$ cat config.mk
export PLATFORM = sky130hd
export DESIGN_NAME = snake_ctrl
export DESIGN_NICKNAME = d
export VERILOG_FILES = /design/src/rtl/snake_ctrl.sv
export SDC_FILE = /design/constraint.sdc
export NUM_CORES = 1
export LEC_CHECK = 0
export BUFFER_PORTS_ARGS = -buffer_cell sky130_fd_sc_hd__clkbuf_2
export CAP_MARGIN = 10
export CORE_MARGIN = 4
export CORE_UTILIZATION = 45
export CTS_BUF_LIST = sky130_fd_sc_hd__clkbuf_8
export CTS_CLUSTER_DIAMETER = 30
export DETAILED_ROUTE_END_ITERATION = 10
export HOLD_SLACK_MARGIN = 0.1
export REMOVE_ABC_BUFFERS = 1
export SYNTH_ARGS = -nofsm -noshare
export SYNTH_HDL_FRONTEND = slang
export SYNTH_SLANG_ARGS = --single-unit
$ cat constraint.sdc
create_clock -name clk -period 5.7 [get_ports clk]
set_clock_uncertainty 0.05 [all_clocks]
set_input_delay 0.57 -clock clk [delete_from_list [all_inputs] [get_ports clk]]
set_output_delay 0.57 -clock clk [all_outputs]
set_load 0.05 [all_outputs]
$ cat src/rtl/snake_ctrl.sv
// snake_ctrl: game sequencer for the snake datapath. It synchronises and
// debounces the four direction buttons, keeps the pending direction, paces
// steps from frame_tick and hands each step to the datapath with a
// step_req/step_ack handshake.
//
// state | meaning
// IDLE  | no game running, waiting for any debounced press
// PLAY  | counting frame ticks toward the next step
// WAIT  | step_req raised, dir frozen, waiting for step_ack
// DEAD  | game over; needs a full release and then a fresh press
module snake_ctrl #(
    parameter int unsigned STEP_FRAMES = 8,
    parameter int unsigned DB_FRAMES   = 2
) (
    input  logic       clk,
    input  logic       reset,
    input  logic       frame_tick,
    input  logic       up,
    input  logic       down,
    input  logic       left,
    input  logic       right,
    input  logic       step_ack,
    input  logic       collision,
    input  logic       grow,
    output logic       step_req,
    output logic       clear_req,
    output logic [1:0] dir,
    output logic [1:0] game_state,
    output logic [7:0] score
);

    typedef enum logic [1:0] {
        S_IDLE = 2'b00,
        S_PLAY = 2'b01,
        S_WAIT = 2'b11,
        S_DEAD = 2'b10
    } state_t;

    localparam logic [1:0] DIR_UP    = 2'b00;
    localparam logic [1:0] DIR_DOWN  = 2'b01;
    localparam logic [1:0] DIR_LEFT  = 2'b10;
    localparam logic [1:0] DIR_RIGHT = 2'b11;
    localparam logic [3:0] DB_MAX    = 4'(DB_FRAMES);
    localparam logic [7:0] STEP_MAX  = 8'(STEP_FRAMES);

    // button vectors are ordered {up, down, left, right}
    logic [3:0] sync1_q, sync2_q;
    logic [3:0] db_cnt_q [4];
    logic [3:0] db_cnt_d [4];
    logic [3:0] pressed;
    logic       any_press;
    logic [1:0] cand;
    logic       cand_rev;

    state_t     state_q, state_d;
    logic [1:0] dir_q, dir_d;
    logic [1:0] pend_q, pend_d;
    logic [7:0] score_q, score_d;
    logic [7:0] frame_q, frame_d;
    logic       clear_q, clear_d;
    logic       armed_q, armed_d;

    // two-flop synchroniser for the raw buttons
    always_ff @(posedge clk or posedge reset) begin
        if (reset) begin
            sync1_q <= '0;
            sync2_q <= '0;
        end else begin
            sync1_q <= {up, down, left, right};
            sync2_q <= sync1_q;
        end
    end

    // debounce: count consecutive high samples on frame_tick, drop on a low one
    always_comb begin
        for (int i = 0; i < 4; i++) begin
            db_cnt_d[i] = db_cnt_q[i];
            if (frame_tick) begin
                if (!sync2_q[i]) begin
                    db_cnt_d[i] = '0;
                end else if (db_cnt_q[i] != DB_MAX) begin
                    db_cnt_d[i] = db_cnt_q[i] + 4'd1;
                end
            end
        end
    end

    // debounce counter registers
    always_ff @(posedge clk or posedge reset) begin
        if (reset) begin
            for (int i = 0; i < 4; i++) begin
                db_cnt_q[i] <= '0;
            end
        end else begin
            for (int i = 0; i < 4; i++) begin
                db_cnt_q[i] <= db_cnt_d[i];
            end
        end
    end

    // pressed flags and priority pick of the candidate direction
    always_comb begin
        for (int i = 0; i < 4; i++) begin
            pressed[i] = (db_cnt_q[i] == DB_MAX);
        end
        any_press = |pressed;
        cand      = DIR_RIGHT;
        if (pressed[3]) begin
            cand = DIR_UP;
        end else if (pressed[2]) begin
            cand = DIR_DOWN;
        end else if (pressed[1]) begin
            cand = DIR_LEFT;
        end
        // opposite directions share bit 1 and differ in bit 0
        cand_rev = (cand == {dir_q[1], ~dir_q[0]});
    end

    // next-state and datapath-register logic of the game FSM
    always_comb begin
        state_d = state_q;
        dir_d   = dir_q;
        pend_d  = pend_q;
        score_d = score_q;
        frame_d = frame_q;
        clear_d = 1'b0;
        armed_d = armed_q;
        unique case (state_q)
            S_IDLE: begin
                if (any_press) begin
                    state_d = S_PLAY;
                    clear_d = 1'b1;
                    dir_d   = DIR_RIGHT;
                    pend_d  = DIR_RIGHT;
                    score_d = '0;
                    frame_d = '0;
                end
            end
            S_PLAY: begin
                if (any_press && !cand_rev) begin
                    pend_d = cand;
                end
                if (frame_q == STEP_MAX) begin
                    dir_d   = pend_q;
                    frame_d = '0;
                    state_d = S_WAIT;
                end else if (frame_tick) begin
                    frame_d = frame_q + 8'd1;
                end
            end
            S_WAIT: begin
                if (any_press && !cand_rev) begin
                    pend_d = cand;
                end
                if (step_ack) begin
                    if (collision) begin
                        state_d = S_DEAD;
                        armed_d = 1'b0;
                    end else begin
                        state_d = S_PLAY;
                        if (grow && score_q != 8'hFF) begin
                            score_d = score_q + 8'd1;
                        end
                    end
                end
            end
            S_DEAD: begin
                // a press held over from the fatal step must be released first
                if (!any_press) begin
                    armed_d = 1'b1;
                end else if (armed_q) begin
                    state_d = S_IDLE;
                end
            end
            default: state_d = S_IDLE;
        endcase
    end

    // game FSM and its registers
    always_ff @(posedge clk or posedge reset) begin
        if (reset) begin
            state_q <= S_IDLE;
            dir_q   <= DIR_RIGHT;
            pend_q  <= DIR_RIGHT;
            score_q <= '0;
            frame_q <= '0;
            clear_q <= 1'b0;
            armed_q <= 1'b0;
        end else begin
            state_q <= state_d;
            dir_q   <= dir_d;
            pend_q  <= pend_d;
            score_q <= score_d;
            frame_q <= frame_d;
            clear_q <= clear_d;
            armed_q <= armed_d;
        end
    end

    // outputs decoded from registered state
    always_comb begin
        step_req   = (state_q == S_WAIT);
        clear_req  = clear_q;
        dir        = dir_q;
        score      = score_q;
        game_state = 2'b00;
        if (state_q == S_PLAY || state_q == S_WAIT) begin
            game_state = 2'b01;
        end else if (state_q == S_DEAD) begin
            game_state = 2'b10;
        end
    end

endmodule

* Yosys cells after proc, flatten, opt, wreduce, memory -nomap -nowiden
Index checks and enable logic that the tools add are counted.
** Cells by class
- Add/sub/neg operators :: 6
- Eq/ne operators :: 29
- Mux-type cells :: 39
- Bitwise operators :: 1
- Reduce and logical (&&, ||, !) cells :: 21
** Operator list (number)
- 8-bit two-way mux :: 6
- 4-bit two-way mux :: 8
- 8-bit case mux with 2 select lines :: 2
- 2-bit two-way mux :: 13
- 4-bit by 1-bit adder with 4-bit output, second input constant :: 4
- 8-bit by 1-bit adder with 8-bit output, second input constant :: 2
- 4-bit by 2-bit equality test with 1-bit output, second input constant :: 4
- 2-bit != test, second input constant :: 8
- 4-bit by 2-bit != test with 1-bit output, second input constant :: 4
- 2-bit by 1-bit != test with 1-bit output, second input constant :: 6
- 5-bit AND reduction :: 2
- 3-bit AND reduction :: 3
- 8-bit by 4-bit equality test with 1-bit output, second input constant :: 1
- 8-bit != test, second input constant :: 1
- 2-bit case mux with 2 select lines :: 2
- 2-bit case mux with 4 select lines :: 1
- 2-bit AND reduction :: 4
- 2-bit nonzero test :: 4
- 1-bit two-way mux :: 6
- 2-bit equality test, second input constant :: 2
- 4-bit AND reduction :: 1
- 4-bit OR reduction :: 1
- 3-bit != test, second input constant :: 1
- 2-bit by 1-bit equality test with 1-bit output, second input constant :: 1
- 8 further kinds :: 9
** Storage, ports and cells
- Register bits :: 48
- Input port bits :: 10
- Output and inout port bits :: 14

* Depth between registers and ports, before layout
Gate-level depths: netlist of the first run.
- Word-level depth :: 9
- Depth in mapped cells :: 8
- Gate-level depth less buffers :: 7

* Worst setup path after synthesis of the first run
No wires, ideal clock.
- Path kind :: register -> register
- From :: register score_q[0], in the netlist score[0]
- To :: register score_q[6], in the netlist score[6]
- Arrival time :: 1.900 ns
- Setup slack :: 3.653 ns
- Stages on the path, launching flop included :: 7
- Path buffers :: 0
- Cells stage by stage :: dfrtp_1 -> ha_1 -> and3_1 -> nand4_1 -> a32oi_1 -> o21ai_0 -> o31ai_1
** On the way
- Longest elaborated chain between the ends :: 5
** Ends and longest elaborated chain
- start: declaration :: line 58 : logic [7:0] score_q, score_d;
- start signal: assignment :: line 193 : score_q <= score_d;
- 8-bit by 1-bit adder with 8-bit output :: line 162 : score_d = score_q + 8'd1;
- 8-bit two-way mux :: line 161 : if (grow && score_q != 8'hFF) begin
- 8-bit two-way mux :: line 156 : if (collision) begin
- 8-bit two-way mux :: line 155 : if (step_ack) begin
- 8-bit case mux with 2 select lines :: line 128 : unique case (state_q)
Several ways; a longest one is shown, not always the timed one. The select of a mux whose other input is x is not followed.
A chain may end at the register's enable or synchronous reset.

* Worst setup path in the final report of the first run
- From :: register state_q[0]
- To :: register score_q[5], in the netlist score[5]
** On the way
- Longest elaborated chain between the ends :: 3
** Ends and longest elaborated chain
- start: declaration :: line 55 : state_t state_q, state_d;
- start signal: assignment :: line 190 : state_q <= state_d;
- 2-bit equality test or 2-bit logical NOT (tied branches) :: line 128
- 2-bit by 1-bit != test with 1-bit output (no source line), or another cell as far along
- 5-bit AND reduction (no source line)
Several ways; a longest one is shown, not always the timed one.

==> metrics.cfg, run 1 <==
[cts]
cts_buffers=5
cts-root-buf=clkbuf_8
cts_tree=built
ctsHtreeMaxLevel=2
clkTransAtPathRegs_ps=90
ctsResizeCount=0
cts_hold_buf=0
post_cts_buffers=0
cts_sinks=48
clock_path_buffers=2
insertion_delay_ps=300

[synthesis]
synth_fa_ha_area_frac=0.0548
ys_ff_latch=48
synth_top_family_by_area=compound AO/OA/AOI/OAI gates
synth_compound_area_frac=0.205
ys_types=45
async_flop_share=1.00
synthXorXnorAreaFrac=0.00697
synth.area.mux_share=0.00896
synth_edf_count=0
synth.avg_cell_area_um2=9.41
ys_warn_count=0
synth_cells=267
synth_area_um2=2510
seq_area_frac_synth=0.480
synth_ff_type=dfrtp_1
yosys.area_share.simple=0.200

[sta]
worst_slack_ps=3210
rsz0062_at_grt=no
worst_slew_pin_slew_ps=988
min_period_over_period=0.436
finalHoldViolCount=0
finalSetupTns_ps=0
period_minus_slack_ps=2490
fmax_mhz=402
holdWs_ps=305
finalSetupViolCount=0
relSlewSlack=0.340
slew_violations=0

[worst_hold_path]
holdPathStages=0
min_from=sync1_q[2]$_DFF_PP0_
hp-class=flip-flop to flip-flop
worstHoldEndpoint=sync2_q[2]$_DFF_PP0_

[grt]
antenna_found_initial=0
grt_pass1_wl_mm=8.89
first_global_vias=1871
grt_overflow_total=0
grt_max_degree=49
grt_util_all_layers=0.169

[floorplanning]
io_pins=24
fp-row-count=26
initial_utilization=0.477
die_area_um2=6840
fp.dieW_um=82.7
core-area_um2=5270
die_y_um=82.7

[worst_setup_path]
critPathRequiredTime_ps=5830
reg2regPathDepth=5
crit_top_cell=o21ai_0
crit_buf_inv=0
start_kind=flip-flop
r2r_end=score[5]$_DFFE_PP0P_
path_max_fanout=17
slowest_stage=dfrtp_1
end_kind=flip-flop
crit_type=flip-flop to flip-flop
crit_chain=nand2_2 > nor3_1 > a32oi_1 > o21ai_0 > o21ai_0
cp_top_family=simple AND/OR/NAND/NOR gates
reg2reg_from=state_q[0]$_DFFE_PP0P_
rrSetupSlack_ps=3210
crit_arrival_ps=2620
slowest_delay_ps=760

[run_status]
outcome=completed

[place]
port-buffer-count=23
dp.cells=351
dp_slack_ps=3280
dp_hpwl_mm=3.62
post_dp_cell_area_um2=2670
gp_congestion=0.851

[drt]
drc=0
wl_per_cell_um=14.3
vias=2024
ant_nets=0
routed_wl_mm=5.14
first_iter_violations=114
via_per_inst=5.64
dr.pass1.iters=4

[finish]
area_growth_pct=9.36
final_cell_mix=dfrtp_1, o21ai_0, nand2_1
design_area_um2=2750
utilization=0.521
diodes=0
nNetsFinal=309
drive_gt1_frac=0.156
layout_commonest_cell=dfrtp_1
fin_cells=359

[pwr]
leakagePower_nw=1.25
max-vdd-ir-drop_mv=0.201
power_density_nw_per_um2=426
power_mw=1.17

[flow_run]
maxCapViolations=0

[flip-flops by register name (all words and copies together), names as in the netlist, 2 cells and up]
signal    count
dir           2
frame_q       8
score         8
sync2_q       4
sync1_q       4
state_q       2
db_cnt_q     16
pend_q        2
[worst register-to-register path, delay by kind of cell, from the launching register on]
kind,cells,cell delay (ps)
AOI/OAI and AO/OA,3,650
DFF,1,760
and+or+nand+nor,2,920
[synth_stat cells, types with 4 or more instances]
cell type,instances,share of area
nand2_1,36,0.054
nor2b_1,4,0.010
o21ai_0,40,0.080
a21oi_1,9,0.018
nand4_1,9,0.022
inv_1,17,0.025
dfstp_2,4,0.042
nand2b_1,5,0.012
ha_1,11,0.055
a31oi_1,9,0.022
nand3_1,15,0.030
nor3b_1,4,0.012
nor2_1,9,0.013
or3b_2,4,0.014
dfrtp_1,44,0.44
[routing by layer]
metal	GRT usage	part of all wire	vias to the layer above
met2	0.256	0.45	48
met3	0.0325	0.049	10
met4	0.0539	0.013	0
met5	0	0	-
met1	0.244	0.49	958
li1	-	-	1008
[power by group]
group | total, mW | internal [mW] | switching [mW]
Sequential | 0.506 | 0.413 | 0.0939
Combinational | 0.472 | 0.167 | 0.305
Clock | 0.191 | 0.0827 | 0.108
[layout make-up]
class | instances | area [µm²]
Timing Repair Buffer | 23 | 115
Tap cell | 70 | 87.6
Clock buffer | 5 | 68.8
Clock inverter | 3 | 12.5
Sequential cell | 48 | 1210
Multi-Input combinational cell | 193 | 1190
Inverter | 17 | 63.8
Fill cell | 502 | 2520
[how the worst max path moves through the flow]
stage | from | to | slack (ps) | cells past startpoint
6_report | state_q[0]$_DFFE_PP0P_ | score[5]$_DFFE_PP0P_ | 3210 | 5
4_1_cts | state_q[0]$_DFFE_PP0P_ | score[5]$_DFFE_PP0P_ | 3260 | 5
3_5_place_dp | state_q[0]$_DFFE_PP0P_ | score[5]$_DFFE_PP0P_ | 3280 | 5
3_3_place_gp | state_q[0]$_DFFE_PP0P_ | score[7]$_DFFE_PP0P_ | 3310 | 5
5_1_grt | state_q[0]$_DFFE_PP0P_ | score[7]$_DFFE_PP0P_ | 2890 | 5
2_1_floorplan | state_q[0]$_DFFE_PP0P_ | pend_q[0]$_DFFE_PP1P_ | 3350 | 5
[kinds of logic (layout without fill, tap and decap cells)]
kind of cell / count (synthesis) / count (layout)
adders and majority gates: 11 / 11
xor gates and xnor gates: 2 / 2
AOI/OAI and AO/OA: 80 / 80
buffers and inverters: 26 / 48
muxes: 2 / 2
DFF: 48 / 48
and+or+nand+nor: 98 / 98
(Power assumes the default switching activity.)
==> inputs of run 2 (changes only) <==
--- a/config.mk
+++ b/config.mk
@@ -13,6 +13,7 @@
 export CTS_CLUSTER_DIAMETER = 30
 export DETAILED_ROUTE_END_ITERATION = 10
 export HOLD_SLACK_MARGIN = 0.1
+export PLACE_DENSITY = 0.66
 export REMOVE_ABC_BUFFERS = 1
 export SYNTH_ARGS = -nofsm -noshare
 export SYNTH_HDL_FRONTEND = slang
==> constraint.sdc (replaced) <==
create_clock -name clk -period 2.1 [get_ports clk]
set_clock_uncertainty 0.05 [all_clocks]
set_input_delay 0.21 -clock clk [delete_from_list [all_inputs] [get_ports clk]]
set_output_delay 0.21 -clock clk [all_outputs]
set_load 0.05 [all_outputs]
==> run 2 against run 1 <==
Against the previous run: fmax up 23%; critical path depth is 2 higher; clock power grew to 3.5 times the previous value; largest cell class is now multi-input combinational cells; non-clock buffer count is 29 higher; global-route usage increased by 0.72 points; die area unchanged; hold slack got worse by 150 ps; cell count is 8.1% higher.
==> metrics.cfg, run 2 (same netlist as run 1, synthesis figures left out) <==
[grt]
antenna_found_initial=0  ; unchanged
grt_util_all_layers=0.177  ; +0.00718
grt_overflow_total=0  ; unchanged
first_global_vias=2071  ; +11%
grt_pass1_wl_mm=9.34  ; +5.1%
grt_max_degree=30  ; -39%

[finish]
utilization=0.576  ; +0.0544
regMostFlops=db_cnt_q
fillers=490  ; -2.4%
largest_reg_flops=16  ; unchanged
nNetsFinal=338  ; +9.4%
drive_gt1_frac=0.230  ; +0.0739
multi_input_area_um2=1210  ; +1.2%
final_cell_mix=dfrtp_1, o21ai_0, nand2_1
area_growth_pct=20.8
diodes=0  ; unchanged
layout_commonest_cell=dfrtp_1
ff_latch_area_um2=1210  ; unchanged
design_area_um2=3030  ; +10%

[cts]
cts-root-buf=clkbuf_8
cts_sinks=48  ; unchanged
clock_path_buffers=2  ; unchanged
cts_tree=built
cts_buffers=5  ; unchanged
clkTransAtPathRegs_ps=90  ; about the same
insertion_delay_ps=300  ; about the same
ctsHtreeMaxLevel=2  ; unchanged

[sta]
min_period_over_period=0.962  ; +0.525
finalHoldViolCount=0  ; unchanged
fmax_mhz=495  ; +23%
rsz0062_at_grt=yes
finalSetupViolCount=0  ; unchanged
worst_slack_ps=80.7  ; -3130 ps
slew_violations=0  ; unchanged
worst_slew_pin_slew_ps=502  ; -486 ps
relSlewSlack=0.666  ; +0.325
period_minus_slack_ps=2020  ; -468 ps

[pwr]
leakagePower_nw=1.40  ; +12%
power_mw=3.59  ; +210%
max-vdd-ir-drop_mv=0.645  ; +220%
power_density_nw_per_um2=1180  ; +180%

[place]
port-buffer-count=23  ; unchanged
dp_hpwl_mm=4.03  ; +11%
dp_slack_ps=10.1  ; -3270 ps
gp_congestion=0.889  ; +4.4%
post_dp_cell_area_um2=2850  ; +6.9%

[drt]
dr.pass1.iters=4  ; unchanged
vias=2145  ; +6.0%
drc=0  ; unchanged
first_iter_violations=153  ; +34%
routed_wl_mm=5.48  ; +6.6%
ant_nets=0  ; unchanged
via_per_inst=5.53  ; -1.9%
wl_per_cell_um=14.1  ; -1.4%

[worst_setup_path]
slowest_stage=or4b_4
reg2regPathDepth=7  ; +2
end_kind=flip-flop
crit_buf_inv=1  ; +1
critPathRequiredTime_ps=2240  ; -3590 ps
reg2reg_from=frame_q[0]$_DFFE_PP0P_
path_max_fanout=7  ; -10
crit_top_cell=o21ai_0
slowest_delay_ps=490  ; -270 ps
crit_type=flip-flop to flip-flop
start_kind=flip-flop
rrSetupSlack_ps=80  ; -3130 ps
crit_chain=inv_1 > ha_1 > or4b_4 > o311ai_4 > nor2_1 > o21ai_0 > o21ai_0
cp_top_family=compound AO/OA/AOI/OAI gates
crit_arrival_ps=2160  ; -460 ps
r2r_end=frame_q[3]$_DFFE_PP0P_

[floorplanning]
io_pins=24  ; unchanged
die_area_um2=6840  ; unchanged
fp-row-count=26  ; unchanged
die_y_um=82.7  ; unchanged
initial_utilization=0.477  ; unchanged
fp.dieW_um=82.7  ; unchanged
core-area_um2=5270  ; unchanged

[worst_hold_path]
hp-class=primary input to flip-flop
holdPathStages=4  ; +4
worstHoldEndpoint=state_q[0]$_DFFE_PP0P_
min_from=collision

[flow_run]
maxCapViolations=0  ; unchanged

[run_status]
outcome=completed

-- run 2: cell types whose count changed in the layout (fill, tap and decap cells not counted), moves of 2 or more --
cell	change
o21ai_1	+2
dlygate4sd3_1	+5
inv_1	-2
or3b_2	-2
buf_4	+23
o21ai_0	-2
or3b_4	+2
-- run 2: power breakdown --
| part | switching (mW) | internal [mW] |
|---|---|---|
| logic | 0.944 | 0.657 |
| registers | 0.189 | 1.12 |
| clock network | 0.326 | 0.353 |
-- run 2: per-stage QoR --
step | hold slack, ps | std cells | setup TNS [ps]
2_1_floorplan | 191 | 258 | -813
3_3_place_gp | 177 | 374 | 0
3_5_place_dp | 183 | 374 | 0
4_1_cts | 154 | 387 | 0
5_1_grt | 175 | 388 | -4.04
6_report | 156 | 388 | 0
-- run 2: worst register-to-register path, stage by stage, from the launching register on --
cell,delay (ps)
dfrtp_1,420
inv_1,90
ha_1,130
or4b_4,490
o311ai_4,380
nor2_1,90
o21ai_0,160
o21ai_0,110
-- run 2: worst max path at each step --
stage                                        start                      to  slack (ps)  cells after the start
final                       frame_q[0]$_DFFE_PP0P_  frame_q[3]$_DFFE_PP0P_          80                      7
after global routing      db_cnt_q[12]$_DFFE_PP0P_    score[5]$_DFFE_PP0P_          -4                      7
after CTS                  db_cnt_q[8]$_DFFE_PP0P_   pend_q[0]$_DFFE_PP1P_           2                      7
after detailed placement   db_cnt_q[8]$_DFFE_PP0P_   pend_q[0]$_DFFE_PP1P_          10                      7
after global placement     db_cnt_q[8]$_DFFE_PP0P_   pend_q[0]$_DFFE_PP1P_          80                      7
after floorplan             state_q[0]$_DFFE_PP0P_   pend_q[0]$_DFFE_PP1P_        -250                      5
-- run 2: area by class of cell --
cell class | instances | area share
tap | 70 | 0.0289
sequential | 48 | 0.398
inverter | 17 | 0.0210
clock buffer | 5 | 0.0227
clock inverter | 3 | 0.0140
timing repair buffer | 52 | 0.118
multi-input combinational | 193 | 0.398
-- run 2: timing repair --
item / in CTS / in global routing
setup buffers: 0 / 1
gates resized for setup: 0 / 6
hold buffers: 5 / 0
hold endpoints to repair: 23 / 0
setup endpoints to repair: 0 / 11
-- run 2: per-layer routing --
metal,up-vias,part of all wire,GRT usage
li1,1065,-,-
met4,0,0.014,0.0637
met1,1038,0.48,0.233
met5,-,0,0
met2,36,0.48,0.287
met3,6,0.030,0.0369
==> inputs of run 3 (changes only) <==
--- a/config.mk
+++ b/config.mk
@@ -11,9 +11,10 @@
 export CORE_UTILIZATION = 45
 export CTS_BUF_LIST = sky130_fd_sc_hd__clkbuf_8
 export CTS_CLUSTER_DIAMETER = 30
+export CTS_CLUSTER_SIZE = 14
 export DETAILED_ROUTE_END_ITERATION = 10
 export HOLD_SLACK_MARGIN = 0.1
-export PLACE_DENSITY = 0.66
+export PLACE_DENSITY = 0.68
 export REMOVE_ABC_BUFFERS = 1
 export SYNTH_ARGS = -nofsm -noshare
 export SYNTH_HDL_FRONTEND = slang
==> run 3 against run 2 <==
Against the previous run: core utilization increased by 0.97 points; design area rose by 1.7%; first-iteration DRC count fell by 42%; die area did not move; hold slack got worse by 3.5 ps; fmax rose by 0.29%; flip-flop and latch count did not move; critical path type unchanged; critical endpoint is now frame_q[4]$_DFFE_PP0P_.
==> metrics.cfg, run 3 (same netlist as run 1, synthesis figures left out) <==
[finish]
layout_commonest_cell=dfrtp_1
diodes=0  ; unchanged
drive_gt1_frac=0.248  ; +0.0189
largest_reg_flops=16  ; unchanged
regMostFlops=db_cnt_q
nNetsFinal=342  ; +1.2%
final_cell_mix=dfrtp_1, nand2_1, o21ai_0
area_growth_pct=22.8
ff_latch_area_um2=1210  ; unchanged
fillers=471  ; -3.9%
multi_input_area_um2=1230  ; +1.8%

[sta]
worst_slew_pin_slew_ps=505  ; +3.30 ps
min_period_over_period=0.959  ; -0.00281
slew_violations=0  ; unchanged
holdWs_ps=153  ; -3.50 ps
finalSetupViolCount=0  ; unchanged
rsz0062_at_grt=yes
fmax_mhz=497  ; +0.29%
worst_slack_ps=86.6  ; +5.90 ps
relSlewSlack=0.663  ; -0.00220
finalHoldViolCount=0  ; unchanged
period_minus_slack_ps=2010  ; -5.90 ps
finalSetupTns_ps=0  ; unchanged

[place]
port-buffer-count=23  ; unchanged
gp_congestion=0.860  ; -3.3%
dp_hpwl_mm=3.91  ; -2.8%
dp_slack_ps=-11.5  ; -21.6 ps

[drt]
via_per_inst=5.56  ; +0.50%
wl_per_cell_um=13.9  ; -1.3%
drc=0  ; unchanged
routed_wl_mm=5.47  ; -0.26%
first_iter_violations=88  ; -42%
vias=2178  ; +1.5%
ant_nets=0  ; unchanged
dr.pass1.iters=5  ; +1

[cts]
cts_buffers=5  ; unchanged
clock_path_buffers=2  ; unchanged
cts_tree=built
insertion_delay_ps=300  ; about the same
ctsHtreeMaxLevel=2  ; unchanged
clkTransAtPathRegs_ps=100  ; about the same
cts_sinks=48  ; unchanged
cts-root-buf=clkbuf_8

[grt]
grt_overflow_total=0  ; unchanged
first_global_vias=2084  ; +0.63%
grt_util_all_layers=0.178  ; +0.000876
antenna_found_initial=0  ; unchanged
grt_max_degree=36  ; +20%
grt_pass1_wl_mm=9.54  ; +2.1%

[worst_setup_path]
start_kind=flip-flop
crit_buf_inv=2  ; +1
critPathRequiredTime_ps=2220  ; -20 ps
crit_end=frame_q[4]$_DFFE_PP0P_
path_max_fanout=5  ; -2
slowest_delay_ps=490  ; about the same
crit_arrival_ps=2140  ; -20 ps
cp_top_family=simple AND/OR/NAND/NOR gates
crit_chain=inv_1 > ha_1 > or3b_2 > nand4_1 > o21ai_0 > buf_4 > o21ai_0 > o21ai_1
crit_start=db_cnt_q[12]$_DFFE_PP0P_
reg2reg_from=db_cnt_q[12]$_DFFE_PP0P_
crit_type=flip-flop to flip-flop
crit_cells=8  ; +1
slowest_stage=or3b_2
rrSetupSlack_ps=90  ; about the same
r2r_end=frame_q[4]$_DFFE_PP0P_
crit_top_cell=o21ai_0
reg2regPathDepth=8  ; +1
end_kind=flip-flop

[pwr]
leakagePower_nw=1.43  ; +1.7%
max-vdd-ir-drop_mv=0.622  ; -3.5%
power_density_nw_per_um2=1190  ; +0.80%

[floorplanning]
initial_utilization=0.477  ; unchanged
io_pins=24  ; unchanged
die_y_um=82.7  ; unchanged
fp.dieW_um=82.7  ; unchanged
core-area_um2=5270  ; unchanged
fp-row-count=26  ; unchanged
die_area_um2=6840  ; unchanged

[worst_hold_path]
holdPathStages=4  ; unchanged
hp-class=primary input to flip-flop

[run_status]
outcome=completed

[flow_run]
maxCapViolations=0  ; unchanged

## run 3: layer usage
metal	vias up	global-route usage	wire length, µm	part of all wire
li1	1073	-	-	-
met1	1049	0.243	2520	0.46
met2	50	0.294	2650	0.49
met3	6	0.0293	231	0.042
met4	0	0.0425	59	0.011
met5	-	0	0	0
## run 3: layout make-up
class	instances	share of cell area
repair buffers	56	0.127
multi-input cells	193	0.398
inverters	17	0.0207
well taps	70	0.0284
clock inverters	3	0.0126
clock buffers	5	0.0223
flip-flops and latches	48	0.391
## run 3: repair_timing
action                     4_1_cts  5_1_grt
hold endpoints to repair        17        0
cloned                           0        0
setup buffers                    0        5
pin swaps                        1        2
resized for setup                1       15
setup endpoints to repair        1       14
hold buffers                     5        0
## run 3: tightest hold or removal path, cell delays in order
cell and delay (ps):
clkbuf_2 110, nand2_1 60, nand2_1 50, nand2_1 50
## run 3: how the worst min path moves through the flow
stage / startpoint / end / slack (ps)
2_1_floorplan: right / sync1_q[0]$_DFF_PP0_ / 190
3_3_place_gp: reset / clear_req$_DFF_PP0_ / 110
3_5_place_dp: reset / clear_req$_DFF_PP0_ / 120
4_1_cts: collision / state_q[0]$_DFFE_PP0P_ / 150
5_1_grt: collision / state_q[0]$_DFFE_PP0P_ / 180
6_report: collision / state_q[0]$_DFFE_PP0P_ / 150
## run 3: power breakdown
part	internal [mW]	total [mW]	leakage [nW]	switching (mW)
registers	1.12	1.30	0.617	0.179
logic	0.714	1.72	0.750	1.00
clock network	0.349	0.661	0.0593	0.312
total	2.18	3.68	1.43	1.50
## run 3: through the flow
step | total power, mW | cells | area, µm² | util
floorplan | 2.34 | 258 | 2460 | -
global placement | 2.84 | 374 | 2850 | 0.541
detailed placement | 2.88 | 374 | 2850 | 0.541
CTS | 3.56 | 387 | 3010 | 0.571
global route | 3.95 | 392 | 3090 | 0.585
finish | 3.68 | 392 | 3090 | 0.585
